File: config.mk
export PLATFORM = sky130hd
export DESIGN_NAME = decode_stage
export DESIGN_NICKNAME = d
export VERILOG_FILES = /design/src/rtl/decode_stage.sv
export SDC_FILE = /design/constraint.sdc
export NUM_CORES = 2
export LEC_CHECK = 0
export CORE_ASPECT_RATIO = 1.75
export CORE_MARGIN = 1.5
export CORE_UTILIZATION = 45
export CTS_BUF_LIST = sky130_fd_sc_hd__clkbuf_8 sky130_fd_sc_hd__clkbuf_16
export DETAILED_ROUTE_END_ITERATION = 7
export MAX_ROUTING_LAYER = met4
export SLEW_MARGIN = 25
export SYNTH_ARGS = -nofsm -noshare
export SYNTH_HDL_FRONTEND = slang
export SYNTH_SLANG_ARGS = --single-unit
File: constraint.sdc
create_clock -name clk -period 11.1 [get_ports clk]
set_clock_uncertainty 0.1 [all_clocks]
set_input_delay 1.11 -clock clk [delete_from_list [all_inputs] [get_ports clk]]
set_output_delay 1.11 -clock clk [all_outputs]
set_load 0.05 [all_outputs]
File: src/rtl/decode_stage.sv
// RV32I decode stage: 2R/1W register file, load-use stall, flush, valid/ready output register.
// Optional DECODE_WB_BYPASS_EN: same-cycle writeback data is forwarded to the read ports.
module decode_stage #(
  parameter int unsigned XLEN  = 32,
  parameter int unsigned NREGS = 32
) (
  input  logic            clk,
  input  logic            rst_n,
  input  logic            in_valid,
  output logic            in_ready,
  input  logic [XLEN-1:0] in_pc,
  input  logic [XLEN-1:0] in_instr,
  input  logic            flush,
  input  logic            wb_we,
  input  logic [4:0]      wb_rd,
  input  logic [XLEN-1:0] wb_data,
  output logic            out_valid,
  input  logic            out_ready,
  output logic [XLEN-1:0] out_pc,
  output logic [XLEN-1:0] out_rs1_data,
  output logic [XLEN-1:0] out_rs2_data,
  output logic [XLEN-1:0] out_imm,
  output logic [4:0]      out_rd,
  output logic [4:0]      out_rs1,
  output logic [4:0]      out_rs2,
  output logic [6:0]      out_opcode,
  output logic [2:0]      out_funct3,
  output logic            out_funct7b5,
  output logic            out_is_load,
  output logic            out_reg_write,
  output logic            out_illegal
);

  typedef enum logic [6:0] {
    OPC_LUI    = 7'b0110111,
    OPC_AUIPC  = 7'b0010111,
    OPC_JAL    = 7'b1101111,
    OPC_JALR   = 7'b1100111,
    OPC_BRANCH = 7'b1100011,
    OPC_LOAD   = 7'b0000011,
    OPC_STORE  = 7'b0100011,
    OPC_OPIMM  = 7'b0010011,
    OPC_OP     = 7'b0110011,
    OPC_SYSTEM = 7'b1110011,
    OPC_FENCE  = 7'b0001111
  } opcode_e;

  logic [XLEN-1:0] regs [NREGS];

  logic [6:0]      opc;
  logic [4:0]      rs1, rs2, rd;
  logic            uses_rs1, uses_rs2, legal, writes_rd;
  logic [XLEN-1:0] imm, rs1_data, rs2_data;
  logic            hazard, accept;

  assign opc = in_instr[6:0];
  assign rd  = in_instr[11:7];
  assign rs1 = in_instr[19:15];
  assign rs2 = in_instr[24:20];

  always_comb begin
    imm       = '0;
    uses_rs1  = 1'b0;
    uses_rs2  = 1'b0;
    legal     = 1'b1;
    writes_rd = 1'b0;
    case (opc)
      OPC_LUI, OPC_AUIPC: begin
        imm       = {in_instr[31:12], 12'b0};
        writes_rd = 1'b1;
      end
      OPC_JAL: begin
        imm       = {{12{in_instr[31]}}, in_instr[19:12], in_instr[20], in_instr[30:21], 1'b0};
        writes_rd = 1'b1;
      end
      OPC_JALR, OPC_LOAD, OPC_OPIMM: begin
        imm       = {{20{in_instr[31]}}, in_instr[31:20]};
        uses_rs1  = 1'b1;
        writes_rd = 1'b1;
      end
      OPC_BRANCH: begin
        imm      = {{20{in_instr[31]}}, in_instr[7], in_instr[30:25], in_instr[11:8], 1'b0};
        uses_rs1 = 1'b1;
        uses_rs2 = 1'b1;
      end
      OPC_STORE: begin
        imm      = {{21{in_instr[31]}}, in_instr[30:25], in_instr[11:7]};
        uses_rs1 = 1'b1;
        uses_rs2 = 1'b1;
      end
      OPC_OP: begin
        uses_rs1  = 1'b1;
        uses_rs2  = 1'b1;
        writes_rd = 1'b1;
      end
      OPC_SYSTEM, OPC_FENCE: imm = {{20{in_instr[31]}}, in_instr[31:20]};
      default: legal = 1'b0;
    endcase
  end

`ifdef DECODE_WB_BYPASS_EN
  assign rs1_data = (rs1 == '0) ? '0 : (wb_we && wb_rd == rs1) ? wb_data : regs[rs1];
  assign rs2_data = (rs2 == '0) ? '0 : (wb_we && wb_rd == rs2) ? wb_data : regs[rs2];
`else
  assign rs1_data = (rs1 == '0) ? '0 : regs[rs1];
  assign rs2_data = (rs2 == '0) ? '0 : regs[rs2];
`endif

  // Load-use: the load in the output register cannot yet supply its result.
  assign hazard = out_valid && out_is_load && (out_rd != '0) && in_valid &&
                  ((uses_rs1 && rs1 == out_rd) || (uses_rs2 && rs2 == out_rd));
  assign in_ready = rst_n && (!out_valid || out_ready) && !hazard && !flush;
  assign accept   = in_valid && in_ready;

  always_ff @(posedge clk) begin
    if (!rst_n) begin
      for (int unsigned i = 0; i < NREGS; i++) regs[i] <= '0;
      out_valid     <= 1'b0;
      out_pc        <= '0;
      out_rs1_data  <= '0;
      out_rs2_data  <= '0;
      out_imm       <= '0;
      out_rd        <= '0;
      out_rs1       <= '0;
      out_rs2       <= '0;
      out_opcode    <= '0;
      out_funct3    <= '0;
      out_funct7b5  <= 1'b0;
      out_is_load   <= 1'b0;
      out_reg_write <= 1'b0;
      out_illegal   <= 1'b0;
    end else begin
      if (wb_we && wb_rd != '0) regs[wb_rd] <= wb_data;
      if (flush) begin
        out_valid <= 1'b0;
      end else if (accept) begin
        out_valid     <= 1'b1;
        out_pc        <= in_pc;
        out_rs1_data  <= rs1_data;
        out_rs2_data  <= rs2_data;
        out_imm       <= imm;
        out_rd        <= rd;
        out_rs1       <= rs1;
        out_rs2       <= rs2;
        out_opcode    <= opc;
        out_funct3    <= in_instr[14:12];
        out_funct7b5  <= in_instr[30];
        out_is_load   <= (opc == OPC_LOAD);
        out_reg_write <= legal && writes_rd && (rd != '0);
        out_illegal   <= !legal;
      end else if (out_ready) begin
        out_valid <= 1'b0;
      end
    end
  end

endmodule

# After elaboration in Yosys (flattened, before gate mapping)
# Memories as Yosys holds them, arrays and structs flattened.
# Index checks and enable logic that the tools add are counted.
# op_classes
n_eq_ne	13
mux	16
bitwise	2
reduce_logical	34
# op_table
op	n
$pmux 32 s5	1
$mux 32	3
$reduce_or 32->1	1
$eq 7x7->1 const B	4
$eq 7x6->1 const B	3
$reduce_bool 5->1	3
$eq 7x5->1 const B	2
$logic_and 1x1->1	13
$mux 1	11
$reduce_or 11->1	1
$eq 5x5->1	2
$logic_not 5->1	2
$eq 7x2->1 const B	1
$eq 7x4->1 const B	1
$reduce_or 7->1	1
$reduce_or 6->1	1
$mux 5	1
$reduce_or 5->1	1
$logic_not 1->1	4
$reduce_or 2->1	2
$reduce_or 3->1	1
$logic_or 1x1->1	2
$not 1->1	2
$reduce_and 2->1	1
$reduce_bool 2->1	1
# word_totals
reg_bits	158
ram_bits	1024
input_bits	107
output_inout_bits	159
mem_count	1
# memory_table
name	depth	word_bits	rd	rd_ports_with_merged_regs	wr	line	text
regs	32	32	2	0	32	48	logic [XLEN-1:0] regs [NREGS];

# Depth between registers and ports, before layout
# depth
depth_word	11
mapped_depth	10

# Worst setup path after synthesis
# OpenSTA, ideal clock, no wires.
# synth_timing
path_type	input-to-reg
start	input rst_n
end	memory regs[14][0] (enable)
setup_time_ns	0.466
arrival_time_ns	4.151
setup_slack_ns	6.383
path_stages	4
cell_sequence	clkbuf_1 -> nand4b_1 -> clkbuf_1 -> o21ai_0
# synth_rtl
item	line	text
start: declaration	8	input logic rst_n,
end: declaration	48	

# Worst setup path in the final report
# layout_timing
start	input in_instr[24]
end	output in_ready
# layout_via
elab_chain_cells	7
# layout_lines
item	line	text
start: declaration	12	input logic [XLEN-1:0] in_instr,
$eq 5x5->1	111	((uses_rs1 && rs1 == out_rd) || (uses_rs2 && rs2 == out_rd));
$logic_and 1x1->1	111	
$logic_or 1x1->1	111	
$logic_and 1x1->1	110	assign hazard = out_valid && out_is_load && (out_rd != '0) && in_valid &&
$logic_not 1->1	112	assign in_ready = rst_n && (!out_valid || out_ready) && !hazard && !flush;
$logic_and 1x1->1 (2 in series)	112	
end: declaration	10	output logic in_ready,
# Every way passes these cells.

==> run_summary.xml <==
<?xml version="1.0" encoding="UTF-8"?>
<metrics>
  <group name="yosys">
    <metric name="synthXorXnorAreaFrac" unit="%">0.145</metric>
    <metric name="dominantRegCellSynth" unit="">edfxtp_1</metric>
    <metric name="yosysWarnings" unit="">0</metric>
    <metric name="synthSimpleGateAreaFrac" unit="%">12.9</metric>
    <metric name="synth_cell_type_count" unit="">60</metric>
    <metric name="synth.area.mux_share" unit="%">20.4</metric>
    <metric name="fraction_of_the_mapped_netlist_area_in_compound_gates" unit="%">7.08</metric>
    <metric name="synth_enable_flop_cells" unit="">1024</metric>
    <metric name="synth_fa_ha_area_share" unit="%">0</metric>
    <metric name="ys_seq_area_share" unit="%">56.0</metric>
    <metric name="synthesis.instances" unit="">4322</metric>
    <metric name="syn_area" unit="sq um">60500</metric>
    <metric name="async_reset_ff_share" unit="%">0</metric>
    <metric name="ys_ff_latch" unit="">1182</metric>
    <metric name="synthesized_area_per_cell" unit="sq um">14.0</metric>
    <metric name="largest_family_of_logic_cells_by_synthesized_area" unit="">multiplexers</metric>
  </group>
  <group name="outcome">
    <metric name="outcome" unit="">finished, final reports clean</metric>
  </group>
  <group name="sta">
    <metric name="final.setup.worst_slack" unit="ns">5.64</metric>
    <metric name="min_period" unit="ns">5.46</metric>
    <metric name="setup_repair_after_global_routing_missed_its_margin" unit="">false</metric>
    <metric name="final-setup-viol-count" unit="">0</metric>
    <metric name="relSlewSlack" unit="%">27.1</metric>
    <metric name="final_report_hold_violation_count" unit="">0</metric>
    <metric name="tightest_slew" unit="ns">1.09</metric>
    <metric name="finalMaxSlewViolations" unit="">0</metric>
    <metric name="timing.fmax" unit="MHz">183</metric>
    <metric name="setup-tns-final" unit="ns">0</metric>
    <metric name="period_share" unit="%">49.2</metric>
  </group>
  <group name="clock_network">
    <metric name="cts_h_tree_lvls" unit="">3</metric>
    <metric name="cts_post_setup_buffers_inserted" unit="">0</metric>
    <metric name="clockRootBuffer" unit="">clkbuf_16</metric>
    <metric name="postCtsHoldBufs" unit="">0</metric>
    <metric name="cts_made_buffers" unit="">110</metric>
    <metric name="post_cts_resize_count" unit="">0</metric>
    <metric name="clock_sink_count" unit="">1182</metric>
    <metric name="clkSlewWorstSetupHoldPaths" unit="ns">0.06</metric>
    <metric name="insertion_delay" unit="ns">0.77</metric>
    <metric name="cts_tree" unit="">done</metric>
    <metric name="ctsLongestPathBuffers" unit="">3</metric>
  </group>
  <group name="critical_path">
    <metric name="timing.critical_path.slowest_stage_cell" unit="">clkdlybuf4s50_1</metric>
    <metric name="critical-path-top-cell-by-count" unit="">buf_4</metric>
    <metric name="cp_max_fo" unit="">41</metric>
    <metric name="crit_path_start_kind" unit="">input pin</metric>
    <metric name="critical-path-max-stage-delay" unit="ns">0.79</metric>
    <metric name="path_cells" unit="">buf_4, inv_2, o21ai_1, a2111oi_4, o211ai_4, buf_4, and2_1, clkdlybuf4s50_1</metric>
    <metric name="critical_path_class" unit="">in -&gt; out</metric>
    <metric name="arrival" unit="ns">4.25</metric>
    <metric name="critPathCaptureType" unit="">output pin</metric>
    <metric name="worst_path_dominant_cell_family" unit="">buffers and inverters</metric>
    <metric name="worst_path_required" unit="ns">9.89</metric>
    <metric name="critical_path.n_buffers_inverters" unit="">4</metric>
  </group>
  <group name="cells_and_area">
    <metric name="finalNetCount" unit="">4494</metric>
    <metric name="finish.instance_area" unit="sq um">69000</metric>
    <metric name="most-common-layout-cells" unit="">edfxtp_1, and2_1, mux4_2, clkdlybuf4s50_1, mux2i_1</metric>
    <metric name="drive_above_1_share" unit="%">21.2</metric>
    <metric name="final_core_util" unit="%">51.8</metric>
    <metric name="area.growth.synth_to_final" unit="%">14.0</metric>
    <metric name="layout_commonest_cell" unit="">edfxtp_1</metric>
  </group>
  <group name="min_path">
    <metric name="hp-class" unit="">reg -&gt; reg</metric>
  </group>
  <group name="placed_design">
    <metric name="dpl_cell_area" unit="sq um">65200</metric>
    <metric name="hpwl_after_dpl" unit="microns">134000</metric>
    <metric name="port_buffers" unit="">265</metric>
    <metric name="routabilityCongestion" unit="">0.888</metric>
    <metric name="pre_cts_slack" unit="ns">5.57</metric>
  </group>
  <group name="drt">
    <metric name="postRouteAntennaNets" unit="">0</metric>
    <metric name="drt_iter0_markers" unit="">5578</metric>
    <metric name="drc" unit="">0</metric>
    <metric name="avgViaCountPerCell" unit="">6.66</metric>
    <metric name="vias" unit="">41900</metric>
    <metric name="routed_wirelength" unit="microns">233000</metric>
    <metric name="wire_length_per_cell_after_detailed_routing" unit="microns">37.1</metric>
    <metric name="drt_first_pass_iters" unit="">6</metric>
  </group>
  <group name="power_and_ir_drop">
    <metric name="worst_ir_drop_vdd" unit="mV">0.130</metric>
    <metric name="pwr_density_cell" unit="nW/um^2">154</metric>
    <metric name="cellLeakagePower" unit="nW">23.5</metric>
  </group>
  <group name="grt">
    <metric name="grt_first_pass_wirelength" unit="microns">321000</metric>
    <metric name="grt_util_all_layers" unit="%">35.0</metric>
    <metric name="antenna_found_initial" unit="">33</metric>
    <metric name="grt_pass1_vias" unit="">41800</metric>
    <metric name="grt_max_degree" unit="">95</metric>
    <metric name="grt.overflow.total" unit="">0</metric>
  </group>
  <group name="floorplan">
    <metric name="dieWidth" unit="microns">280</metric>
    <metric name="placement_rows" unit="">177</metric>
    <metric name="die_height" unit="microns">488</metric>
    <metric name="design.die.area" unit="sq um">137000</metric>
    <metric name="core" unit="sq um">133000</metric>
    <metric name="ios" unit="">266</metric>
    <metric name="floorplan.initialDensity" unit="%">45.5</metric>
  </group>
  <group name="flow_run">
    <metric name="max_cap_viol_count" unit="">0</metric>
  </group>
</metrics>
==> synth_stat cells, types with 3 or more instances <==
cell type	n	share of area, %
nand3b_1	4	0.050
a21oi_1	142	1.2
and2_1	999	10
a211oi_1	37	0.46
clkbuf_1	310	1.9
o22ai_1	58	0.60
nand4_1	9	0.093
nor2_1	72	0.45
nand2_1	147	0.91
a32o_1	9	0.15
edfxtp_1	1024	51
nor3_1	7	0.058
dfxtp_1	158	5.2
a22o_1	52	0.75
xor2_1	3	0.043
o221ai_1	47	0.68
nand3_1	75	0.62
inv_1	3	0.019
or3_1	3	0.031
mux2i_1	165	2.7
a221oi_1	39	0.56
o2bb2ai_1	10	0.14
buf_4	25	0.31
nand2b_1	8	0.083
o21ai_0	134	1.1
a211oi_2	20	0.41
xnor2_1	7	0.10
buf_1	23	0.14
buf_2	96	0.79
mux2_2	92	1.7
nor2b_1	8	0.083
a31oi_1	7	0.072
mux4_2	429	16
buf_6	10	0.19
a221o_1	8	0.13
a22oi_1	49	0.61
==> flip-flops by register name, summed over array words and instances (netlist names), 3 cells and up <==
signal / flops
out_rs1_data: 32
out_rd: 5
out_rs1: 5
out_rs2: 5
out_pc: 32
regs: 1024
out_imm: 32
out_funct3: 3
out_rs2_data: 32
out_opcode: 7
==> tightest hold or removal path, cell delays in order (launching register included) <==
cell,delay (ns)
dfxtp_1,0.30
o21ai_0,0.06
a21oi_1,0.06
==> stage by stage <==
stage                     cells  power [W]  hold WS, ns
after global placement     6060    0.00661        0.352
final                      6288     0.0106        0.373
after global routing       6282     0.0109        0.379
after CTS                  6274     0.0106        0.374
after floorplan            4353    0.00608        0.599
after detailed placement   6065    0.00663        0.359
==> cell families (layout without fill, tap and decap cells) <==
group,after synthesis,after routing
simple gates,1348,1348
flops,1182,1182
mux,686,686
compound gates,625,625
buf+inv,470,601
xor+xnor,10,10
other cells,1,46
==> power by group <==
| part | switching, W | internal, W |
|---|---|---|
| clock | 0.00182 | 0.00225 |
| sequential | 0.000143 | 0.00506 |
| combinational | 0.000832 | 0.000523 |
==> path summary, 6_finish.rpt <==
| check | from | end | slack, ns | cells past startpoint |
|---|---|---|---|---|
| min | out_pc[6] | out_pc[6] | 0.37 | 2 |
| max | in_instr[24] | in_ready | 5.64 | 8 |
| min reg2reg | out_pc[6] | out_pc[6] | 0.37 | 2 |
| max reg2reg | out_rd[1] | out_rs1_data[5] | 7.61 | 8 |
==> cell type report <==
| type | count | area [sq um] |
|---|---|---|
| diodes | 14 | 35.0 |
| clock buffers | 119 | 2880 |
| clock inverters | 90 | 946 |
| fillers | 11100 | 64100 |
| inverters | 4 | 20.0 |
| multi-input cells | 2701 | 25300 |
| flip-flops and latches | 1182 | 33900 |
| well taps | 1790 | 2240 |
| repair buffers | 388 | 3660 |
==> layer usage <==
layer  global-route usage (%)  vias up  part of all wire (%)
met5                        -        -                     0
met4                     20.5        0                   6.8
met3                     6.90      793                    11
met2                     56.1     3035                    48
met1                     40.9    21400                    34
li1                         -    16600                     -
Power figures use the tool's default switching activity.
